$ cat src/rtl/stopwatch_button_ctrl_if.sv
// stopwatch_button_ctrl_if: raw button inputs and registered control pulses of the stopwatch front end
interface stopwatch_button_ctrl_if;
  logic i_btn_ss;
  logic i_btn_lr;
  logic o_start;
  logic o_stop;
  logic o_lap;
  logic o_clear;
  logic o_running;
  modport master (
    output i_btn_ss, i_btn_lr,
    input  o_start, o_stop, o_lap, o_clear, o_running
  );
  modport slave (
    input  i_btn_ss, i_btn_lr,
    output o_start, o_stop, o_lap, o_clear, o_running
  );
endinterface

$ cat src/rtl/stopwatch_button_ctrl.sv
// stopwatch_button_ctrl: sync/debounce two buttons, run/pause FSM, start/stop/lap/long-press clear pulses
module stopwatch_button_ctrl #(
  parameter int DEBOUNCE_CYCLES   = 4,
  parameter int LONG_PRESS_CYCLES = 16
) (
  input  logic                    clk,
  input  logic                    reset,
  stopwatch_button_ctrl_if.slave  bus
);
  localparam int DW = $clog2(DEBOUNCE_CYCLES + 1);
  localparam int HW = $clog2(LONG_PRESS_CYCLES + 1);
  typedef enum logic [1:0] {IDLE, RUNNING, PAUSED} state_t;
  logic [1:0]    w_raw;
  logic [1:0]    w_stb;
  logic [1:0]    w_press;
  logic [HW-1:0] r_hcnt;
  logic          w_clr_evt;
  state_t        r_state;
  state_t        w_state_n;
  logic          r_start, r_stop, r_lap, r_clear, r_running;
  logic          w_start_n, w_stop_n, w_lap_n, w_clear_n;
  assign w_raw = {bus.i_btn_lr, bus.i_btn_ss};
  for (genvar d = 0; d < 2; d++) begin : g_db
    logic          r_s1, r_s2, r_stb;
    logic [DW-1:0] r_cnt;
    logic          w_flip;
    // the press event is the edge on which stable is about to rise, so it lines up with that update
    assign w_flip     = (r_s2 != r_stb) && (r_cnt == DW'(DEBOUNCE_CYCLES - 1));
    assign w_press[d] = w_flip & r_s2;
    assign w_stb[d]   = r_stb;
    always_ff @(posedge clk) begin
      if (reset) begin
        r_s1  <= 1'b0;
        r_s2  <= 1'b0;
        r_stb <= 1'b0;
        r_cnt <= '0;
      end else begin
        r_s1  <= w_raw[d];
        r_s2  <= r_s1;
        r_cnt <= (r_s2 == r_stb || w_flip) ? '0 : r_cnt + DW'(1);
        if (w_flip) r_stb <= r_s2;
      end
    end
  end
  assign w_clr_evt = w_stb[1] && (r_hcnt == HW'(LONG_PRESS_CYCLES - 1));
  always_ff @(posedge clk) begin
    if (reset) r_hcnt <= '0;
    else if (w_press[1]) r_hcnt <= '0;
    else if (w_stb[1] && r_hcnt != HW'(LONG_PRESS_CYCLES)) r_hcnt <= r_hcnt + HW'(1);
  end
  always_comb begin
    w_state_n = r_state;
    w_start_n = 1'b0;
    w_stop_n  = 1'b0;
    w_lap_n   = w_press[1] && (r_state == RUNNING);
    w_clear_n = w_clr_evt;
    if (w_clr_evt) w_state_n = IDLE;
    else if (w_press[0]) begin
      w_start_n = (r_state != RUNNING);
      w_stop_n  = (r_state == RUNNING);
      w_state_n = (r_state == RUNNING) ? PAUSED : RUNNING;
    end
  end
  always_ff @(posedge clk) begin
    if (reset) begin
      r_state   <= IDLE;
      r_start   <= 1'b0;
      r_stop    <= 1'b0;
      r_lap     <= 1'b0;
      r_clear   <= 1'b0;
      r_running <= 1'b0;
    end else begin
      r_state   <= w_state_n;
      r_start   <= w_start_n;
      r_stop    <= w_stop_n;
      r_lap     <= w_lap_n;
      r_clear   <= w_clear_n;
      r_running <= (w_state_n == RUNNING);
    end
  end
  assign bus.o_start   = r_start;
  assign bus.o_stop    = r_stop;
  assign bus.o_lap     = r_lap;
  assign bus.o_clear   = r_clear;
  assign bus.o_running = r_running;
endmodule

$ cat src/flat_wrapper.sv
// flat-port wrapper written by rule: the top's interface ports become plain ports
module stopwatch_button_ctrl_flat 
#(
  parameter int DEBOUNCE_CYCLES   = 4,
  parameter int LONG_PRESS_CYCLES = 16
)
  (clk, reset, bus_i_btn_ss, bus_i_btn_lr, bus_o_start, bus_o_stop, bus_o_lap, bus_o_clear, bus_o_running);
  stopwatch_button_ctrl_if bus_i ();
  input  logic clk;
  input  logic reset;
  input wire logic [$bits(bus_i.i_btn_ss)-1:0] bus_i_btn_ss;
  input wire logic [$bits(bus_i.i_btn_lr)-1:0] bus_i_btn_lr;
  output wire logic [$bits(bus_i.o_start)-1:0] bus_o_start;
  output wire logic [$bits(bus_i.o_stop)-1:0] bus_o_stop;
  output wire logic [$bits(bus_i.o_lap)-1:0] bus_o_lap;
  output wire logic [$bits(bus_i.o_clear)-1:0] bus_o_clear;
  output wire logic [$bits(bus_i.o_running)-1:0] bus_o_running;
  assign bus_i.i_btn_ss = bus_i_btn_ss;
  assign bus_i.i_btn_lr = bus_i_btn_lr;
  assign bus_o_start = bus_i.o_start;
  assign bus_o_stop = bus_i.o_stop;
  assign bus_o_lap = bus_i.o_lap;
  assign bus_o_clear = bus_i.o_clear;
  assign bus_o_running = bus_i.o_running;
  stopwatch_button_ctrl #(.DEBOUNCE_CYCLES(DEBOUNCE_CYCLES), .LONG_PRESS_CYCLES(LONG_PRESS_CYCLES)) u_core (.clk(clk), .reset(reset), .bus(bus_i));
endmodule
$ cat config.mk
export PLATFORM = sky130hd
export DESIGN_NAME = stopwatch_button_ctrl_flat
export DESIGN_NICKNAME = d
export VERILOG_FILES = /design/src/rtl/stopwatch_button_ctrl_if.sv /design/src/rtl/stopwatch_button_ctrl.sv /design/src/flat_wrapper.sv
export SDC_FILE = /design/constraint.sdc
export NUM_CORES = 1
export LEC_CHECK = 0
export ABC_AREA = 1
export CORE_ASPECT_RATIO = 0.7
export CORE_MARGIN = 1.5
export CORE_UTILIZATION = 40
export DETAILED_ROUTE_END_ITERATION = 16
export SYNTH_ARGS = -nofsm -noshare
export SYNTH_HDL_FRONTEND = slang
export SYNTH_SLANG_ARGS = --single-unit
$ cat constraint.sdc
create_clock -name clk -period 2.95 [get_ports clk]
set_clock_uncertainty 0.2 [all_clocks]
set_input_delay 0.885 -clock clk [delete_from_list [all_inputs] [get_ports clk]]
set_output_delay 0.885 -clock clk [all_outputs]
set_load 0.05 [all_outputs]
==> results.md, run 1 <==
- Status: finished, final reports clean
- Hold path cells: 2
- Unrepaired setup endpoints after global routing: false
- Initial antenna violation count: 0
- CP Class: register to output pin
- Routed WL: 1488 µm
- Layout area overhead: 14.85%
- Die W: 62.08 µm
- Peak fanout along the critical path: 1
- Final Setup Violations: 0
- CTS Hold Bufs: 0
- Post-synthesis instance area: 977.2 µm²
- Slew @ Worst Pin: 0.4907 ns
- Commonest non-fill, non-tap cell in the layout: dfxtp_1
- Clk root buf: clkbuf_4
- Slowest cell on the critical path: clkdlybuf4s50_1
- Hold Violations, Final: 0
- CTS Buffer Depth: 2
- Worst R2R End: u_core.r_state[0]
- Die Area: 2753 µm²
- Leakage power: 0.0004721 µW
- TNS Setup: 0 ns
- Clock Sinks: 24
- Crit path launch type: register
- Dominant cell type by area after synthesis: dfxtp_1
- CTS buffer count: 3
- Syn Nets: 134
- Layout cells sized above 1: 0.07463
- DRC viols: 0
- Routed via count: 717
- N_diodes: 0
- Post-CTS Setup Inserts: 0
- Die height: 44.36 µm
- Slew headroom: 0.6718
- Endpoint class of the critical path: output pin
- Cells along the critical path: clkdlybuf4s50_1
- Reg2reg path depth: 8
- Initial Util: 0.4393
- Hold WC Path Type: register to register
- CP Buf/Inv Count: 1
- Mean area per synthesized cell: 7.945 µm²
- Ys async rst share: 0
- Routed Antenna Nets: 0
- Post-Layout Cell Count: 166
- Most frequent cells in the layout: 24 x dfxtp_1, 22 x nand2_1, 21 x inv_1
- Tmin final: 2.508 ns
- Synth Flop Type: dfxtp_1
- # rows: 14
- Final max-slew violation count: 0
- HP Start: u_core.g_db[1].r_s1
- Slowest stage delay, CP: 0.79 ns
- Core area: 2225 µm²
- Fin worst setup slack: 0.4424 ns
- Wire per inst: 8.964 µm
- Post-CTS resize count: 0
- Largest cells by area after synthesis: dfxtp_1 49%, ha_1 9.0%, nand2_1 8.5%
- Pwr/cell area: 429.2 nW/µm²
- Htree depth: 1
- Hold path endpoint: u_core.g_db[1].r_s2
- I/O pin count: 9
- Total global routing track utilization: 0.1313
- CP Data Arrival Time: 1.42 ns
- Final #Nets: 147
- Post-synthesis sequential area ratio: 0.4917
- Hold slack final: 0.2074 ns
- RD Place Congestion: 0.7641
- Distinct cells, synth: 17
- Vias in the first global route: 634
- # port buffers: 8
- Worst reg-to-reg setup slack: 1.22 ns
- Max VDD drop: 0.2624 mV
- Register bit total from synthesis: 24
- Drt pass-1 iters: 4
- Worst slack at placement: 0.7879 ns
- Grt ovf: 0
- Inst Count DP: 163
- Vias per inst: 4.319
- Clk_lat worst skew: 0.31 ns
- Area share of the largest cell type after synthesis: 0.4917
- Synth Warn #: 0
- CTS tree: built
- Hpwl dp: 1167 µm
- Tcrit/Tclk final: 0.8500
- Required time of the critical path: 1.87 ns
- Critical R2R Launch: u_core.r_hcnt[1]
- Max Cap Violations: 0
- Largest net degree at the start of global routing: 13
- Critical path's top delay family: buffers and inverters
- Global-route wire length before repair: 2573 µm
- Peak Freq: 0.3988 GHz
- EDFF count, synth: 0
- Post-Syn Instances: 123
- Initial DRC count: 17
- Clock-pin slew on the worst setup and hold paths: 0.12 ns
-- Yosys cell counts, types with 2 or more instances --
| cell | n |
|---|---|
| dfxtp_1 | 24 |
| nand2_1 | 22 |
| inv_1 | 21 |
| nor2_1 | 20 |
| a21oi_1 | 7 |
| ha_1 | 7 |
| nand3_1 | 6 |
| inv_2 | 3 |
| nand4_1 | 2 |
| nor3_1 | 2 |
| o21ai_0 | 2 |
| o21bai_1 | 2 |
-- worst max-delay path by stage --
stage	cells after the start	slack (ns)	to	start
finish	1	0.44	bus_o_lap	u_core.bus.o_lap
global route	1	0.37	bus_o_clear	u_core.bus.o_clear
CTS	1	0.43	bus_o_lap	u_core.bus.o_lap
detailed placement	1	0.79	bus_o_lap	u_core.bus.o_lap
global placement	1	0.79	bus_o_stop	u_core.bus.o_stop
floorplan	5	1.24	u_core.bus.o_running	reset
-- state kept, by name (all words and copies together) (netlist names) --
name / cells
u_core.bus.o_clear: 1
u_core.bus.o_lap: 1
u_core.bus.o_running: 1
u_core.bus.o_start: 1
u_core.bus.o_stop: 1
u_core.g_db.r_cnt: 6
u_core.g_db.r_s1: 2
u_core.g_db.r_s2: 2
u_core.g_db.r_stb: 2
u_core.r_hcnt: 5
u_core.r_state: 2
-- cell type report --
type | count | area, µm²
clock buffers | 3 | 22.52
fillers | 236 | 1102
inverters | 24 | 90.09
multi-input cells | 74 | 401.6
flip-flops and latches | 24 | 480.5
well taps | 32 | 40.04
repair buffers | 9 | 87.58
-- metal layers --
metal  global-route usage  wire, µm  vias up
li1                     -         -      402
met1               0.1865       777      298
met2               0.1792       616       15
met3              0.05263        81        2
met4              0.04681        13        0
met5                    0         0        -
-- power breakdown --
| group | leakage [µW] | internal (µW) | switching (µW) |
|---|---|---|---|
| registers | 0.000194 | 327 | 1.95 |
| logic | 0.000264 | 7.83 | 8.16 |
| clock network | 0.0000138 | 47.7 | 88.7 |
-- stage by stage --
step	total power (µW)	cell area [µm²]	utilization
3_3_place_gp	352.5	1100	0.4944
5_1_grt	504.8	1122	0.5045
6_report	481.7	1122	0.5045
2_1_floorplan	345.9	977.2	-
4_1_cts	487.8	1122	0.5045
3_5_place_dp	353.1	1100	0.4944
-- kinds of logic after synthesis --
kind of cell               Yosys count  share of synthesized area
DFF                                 24                     0.4917
xor gates and xnor gates             1                   0.008965
buffers and inverters               25                    0.09731
AOI/OAI and AO/OA                   11                    0.06145
and+or+nand+nor                     55                     0.2510
adders and majority gates            7                    0.08962
Note: power is estimated with default switching activity, not from simulation.
==> inputs of run 2 (changes only) <==
--- a/config.mk
+++ b/config.mk
@@ -6,6 +6,7 @@
 export NUM_CORES = 1
 export LEC_CHECK = 0
 export ABC_AREA = 1
+export ABC_CLOCK_PERIOD_IN_PS = 2950
 export CORE_ASPECT_RATIO = 0.7
 export CORE_MARGIN = 1.5
 export CORE_UTILIZATION = 40
==> results of run 2 <==
The final DEF is identical to that of run 1; final timing and power are the same.
==> inputs of run 3 (changes only) <==
--- a/config.mk
+++ b/config.mk
@@ -10,7 +10,9 @@
 export CORE_ASPECT_RATIO = 0.7
 export CORE_MARGIN = 1.5
 export CORE_UTILIZATION = 40
+export CTS_BUF_LIST = sky130_fd_sc_hd__clkbuf_4 sky130_fd_sc_hd__clkbuf_8
 export DETAILED_ROUTE_END_ITERATION = 16
+export REMOVE_ABC_BUFFERS = 1
 export SYNTH_ARGS = -nofsm -noshare
 export SYNTH_HDL_FRONTEND = slang
 export SYNTH_SLANG_ARGS = --single-unit
==> run 3 against run 2 <==
Effect of this change:
- cell count grew 0.60%
- via count grew 0.70%
- flip-flop and latch count is the same
- sequential power is essentially flat
- clock-buffer cell count grew 1
- routed wire length shrank 4.2%
- utilization grew 0.62 points
- register-to-register slack lost 0.02 ns
- critical path depth is the same
- largest cell class unchanged
- largest power group unchanged
==> results.md, run 3 (same netlist as run 1, synthesis figures left out) <==
- N_diodes: 0
- Core area: 2225 µm²
- Peak Freq: 0.3991 GHz
- CP startpoint: u_core.bus.o_running
- Final max-slew violation count: 0
- Worst slack at placement: 0.7858 ns
- Crit path launch type: register
- Critical R2R Launch: u_core.r_hcnt[0]
- Tmin final: 2.505 ns
- Endpoint class of the critical path: output pin
- CP Buf/Inv Count: 1
- Post-CTS resize count: 0
- Clk_lat worst skew: 0.30 ns
- CTS Hold Bufs: 0
- Unrepaired setup endpoints after global routing: false
- Clock Sinks: 24
- Drt pass-1 iters: 4
- Final Setup Violations: 0
- Biggest regs: u_core.g_db.r_cnt: 6 flops, u_core.r_hcnt: 5 flops
- Routed Antenna Nets: 0
- Hpwl dp: 1143 µm
- Peak fanout along the critical path: 1
- Required time of the critical path: 1.87 ns
- Initial DRC count: 11
- Max VDD drop: 0.3293 mV
- CP Data Arrival Time: 1.42 ns
- Hold Violations, Final: 0
- Status: finished, final reports clean
- Slowest stage delay, CP: 0.79 ns
- Largest net degree at the start of global routing: 14
- Tcrit/Tclk final: 0.8493
- Post-Layout Cell Count: 167
- Grt ovf: 0
- Initial antenna violation count: 0
- Htree depth: 1
- GR met2 Demand/Resource: 0.1708
- Hold WC Path Type: register to register
- Global-route wire length before repair: 2283 µm
- Slew @ Worst Pin: 0.4940 ns
- Slew headroom: 0.6696
- Post-CTS Setup Inserts: 0
- Fill count: 213
- Leakage power: 0.0004793 µW
- Inst Count DP: 163
- Wire per inst: 8.539 µm
- CTS buffer count: 3
- Fin worst setup slack: 0.4445 ns
- Max Cap Violations: 0
- Commonest non-fill, non-tap cell in the layout: dfxtp_1
- Die height: 44.36 µm
- Layout area overhead: 16.26%
- # rows: 14
- Hold slack final: 0.2104 ns
- CP Class: register to output pin
- Die W: 62.08 µm
- Critical path's top delay family: buffers and inverters
- DRC viols: 0
- Pwr/cell area: 449.1 nW/µm²
- Layout cells sized above 1: 0.08148
- GR Layer Usage met3: 0.06140
- RD Place Congestion: 0.7911
- Slowest cell on the critical path: clkdlybuf4s50_1
- Vias per inst: 4.323
- Final #Nets: 147
- Most frequent cells in the layout: 24 x dfxtp_1, 22 x nand2_1, 21 x inv_1
- Vias in the first global route: 568
- Top reg by flops: u_core.g_db.r_cnt
- Initial Util: 0.4393
- TNS Setup: 0 ns
- CTS Buffer Depth: 2
- Die Area: 2753 µm²
- CTS tree: built
- Clk root buf: clkbuf_4
- Met1 GRT Util: 0.1481
- Total global routing track utilization: 0.1186
- Clock-pin slew on the worst setup and hold paths: 0.12 ns
- Routed WL: 1426 µm
- I/O pin count: 9
- Most Crowded Layer GR: met2
- Routed via count: 722
- Cells along the critical path: clkdlybuf4s50_1
- # port buffers: 8
- HP Start: u_core.g_db[0].r_s1
- Max reg flops: 6
[run 3: changes by cell type in the layout (fill, tap and decap cells not counted), sizes merged]
cell / before / now
clkbuf: 3 / 4
[run 3: metrics by stage]
| stage | total power, µW | cell area (µm²) | util |
|---|---|---|---|
| finish | 510.2 | 1136 | 0.5107 |
| detailed placement | 352.9 | 1100 | 0.4944 |
| CTS | 518.2 | 1136 | 0.5107 |
| global placement | 352.3 | 1100 | 0.4944 |
| floorplan | 344.2 | 972.2 | - |
| global route | 536.9 | 1136 | 0.5107 |
[run 3: final timing paths]
| path | end | slack (ns) | depth (start not counted) |
|---|---|---|---|
| setup / recovery | bus_o_running | 0.44 | 1 |
| hold / removal | u_core.g_db[0].r_s2 | 0.21 | 2 |
| setup reg to reg | u_core.bus.o_running | 1.20 | 8 |
| hold reg to reg | u_core.g_db[0].r_s2 | 0.21 | 2 |
[run 3: metal layers]
layer / share of wire / vias to the layer above / wire [µm]
met4: 0.0091 / 0 / 13
li1: - / 402 / -
met5: 0 / - / 0
met1: 0.54 / 306 / 776
met3: 0.044 / 2 / 63
met2: 0.40 / 12 / 573
[run 3: final cells by class]
type                            count  area [µm²]  share of cell area
Inverter                           24       90.09             0.07930
Clock buffer                        4       36.28             0.03194
Timing Repair Buffer                9       87.58             0.07709
Sequential cell                    24       480.5              0.4229
Multi-Input combinational cell     74       401.6              0.3535
Tap cell                           32       40.04             0.03524
[run 3: where the power goes]
group	leakage (µW)	internal [µW]	total [µW]	switching (µW)
Clock	0.0000210	75.3	165	89.6
Combinational	0.000264	7.84	15.8	7.99
Sequential	0.000194	327	329	2.00
Total	0.000479	411	510	99.6
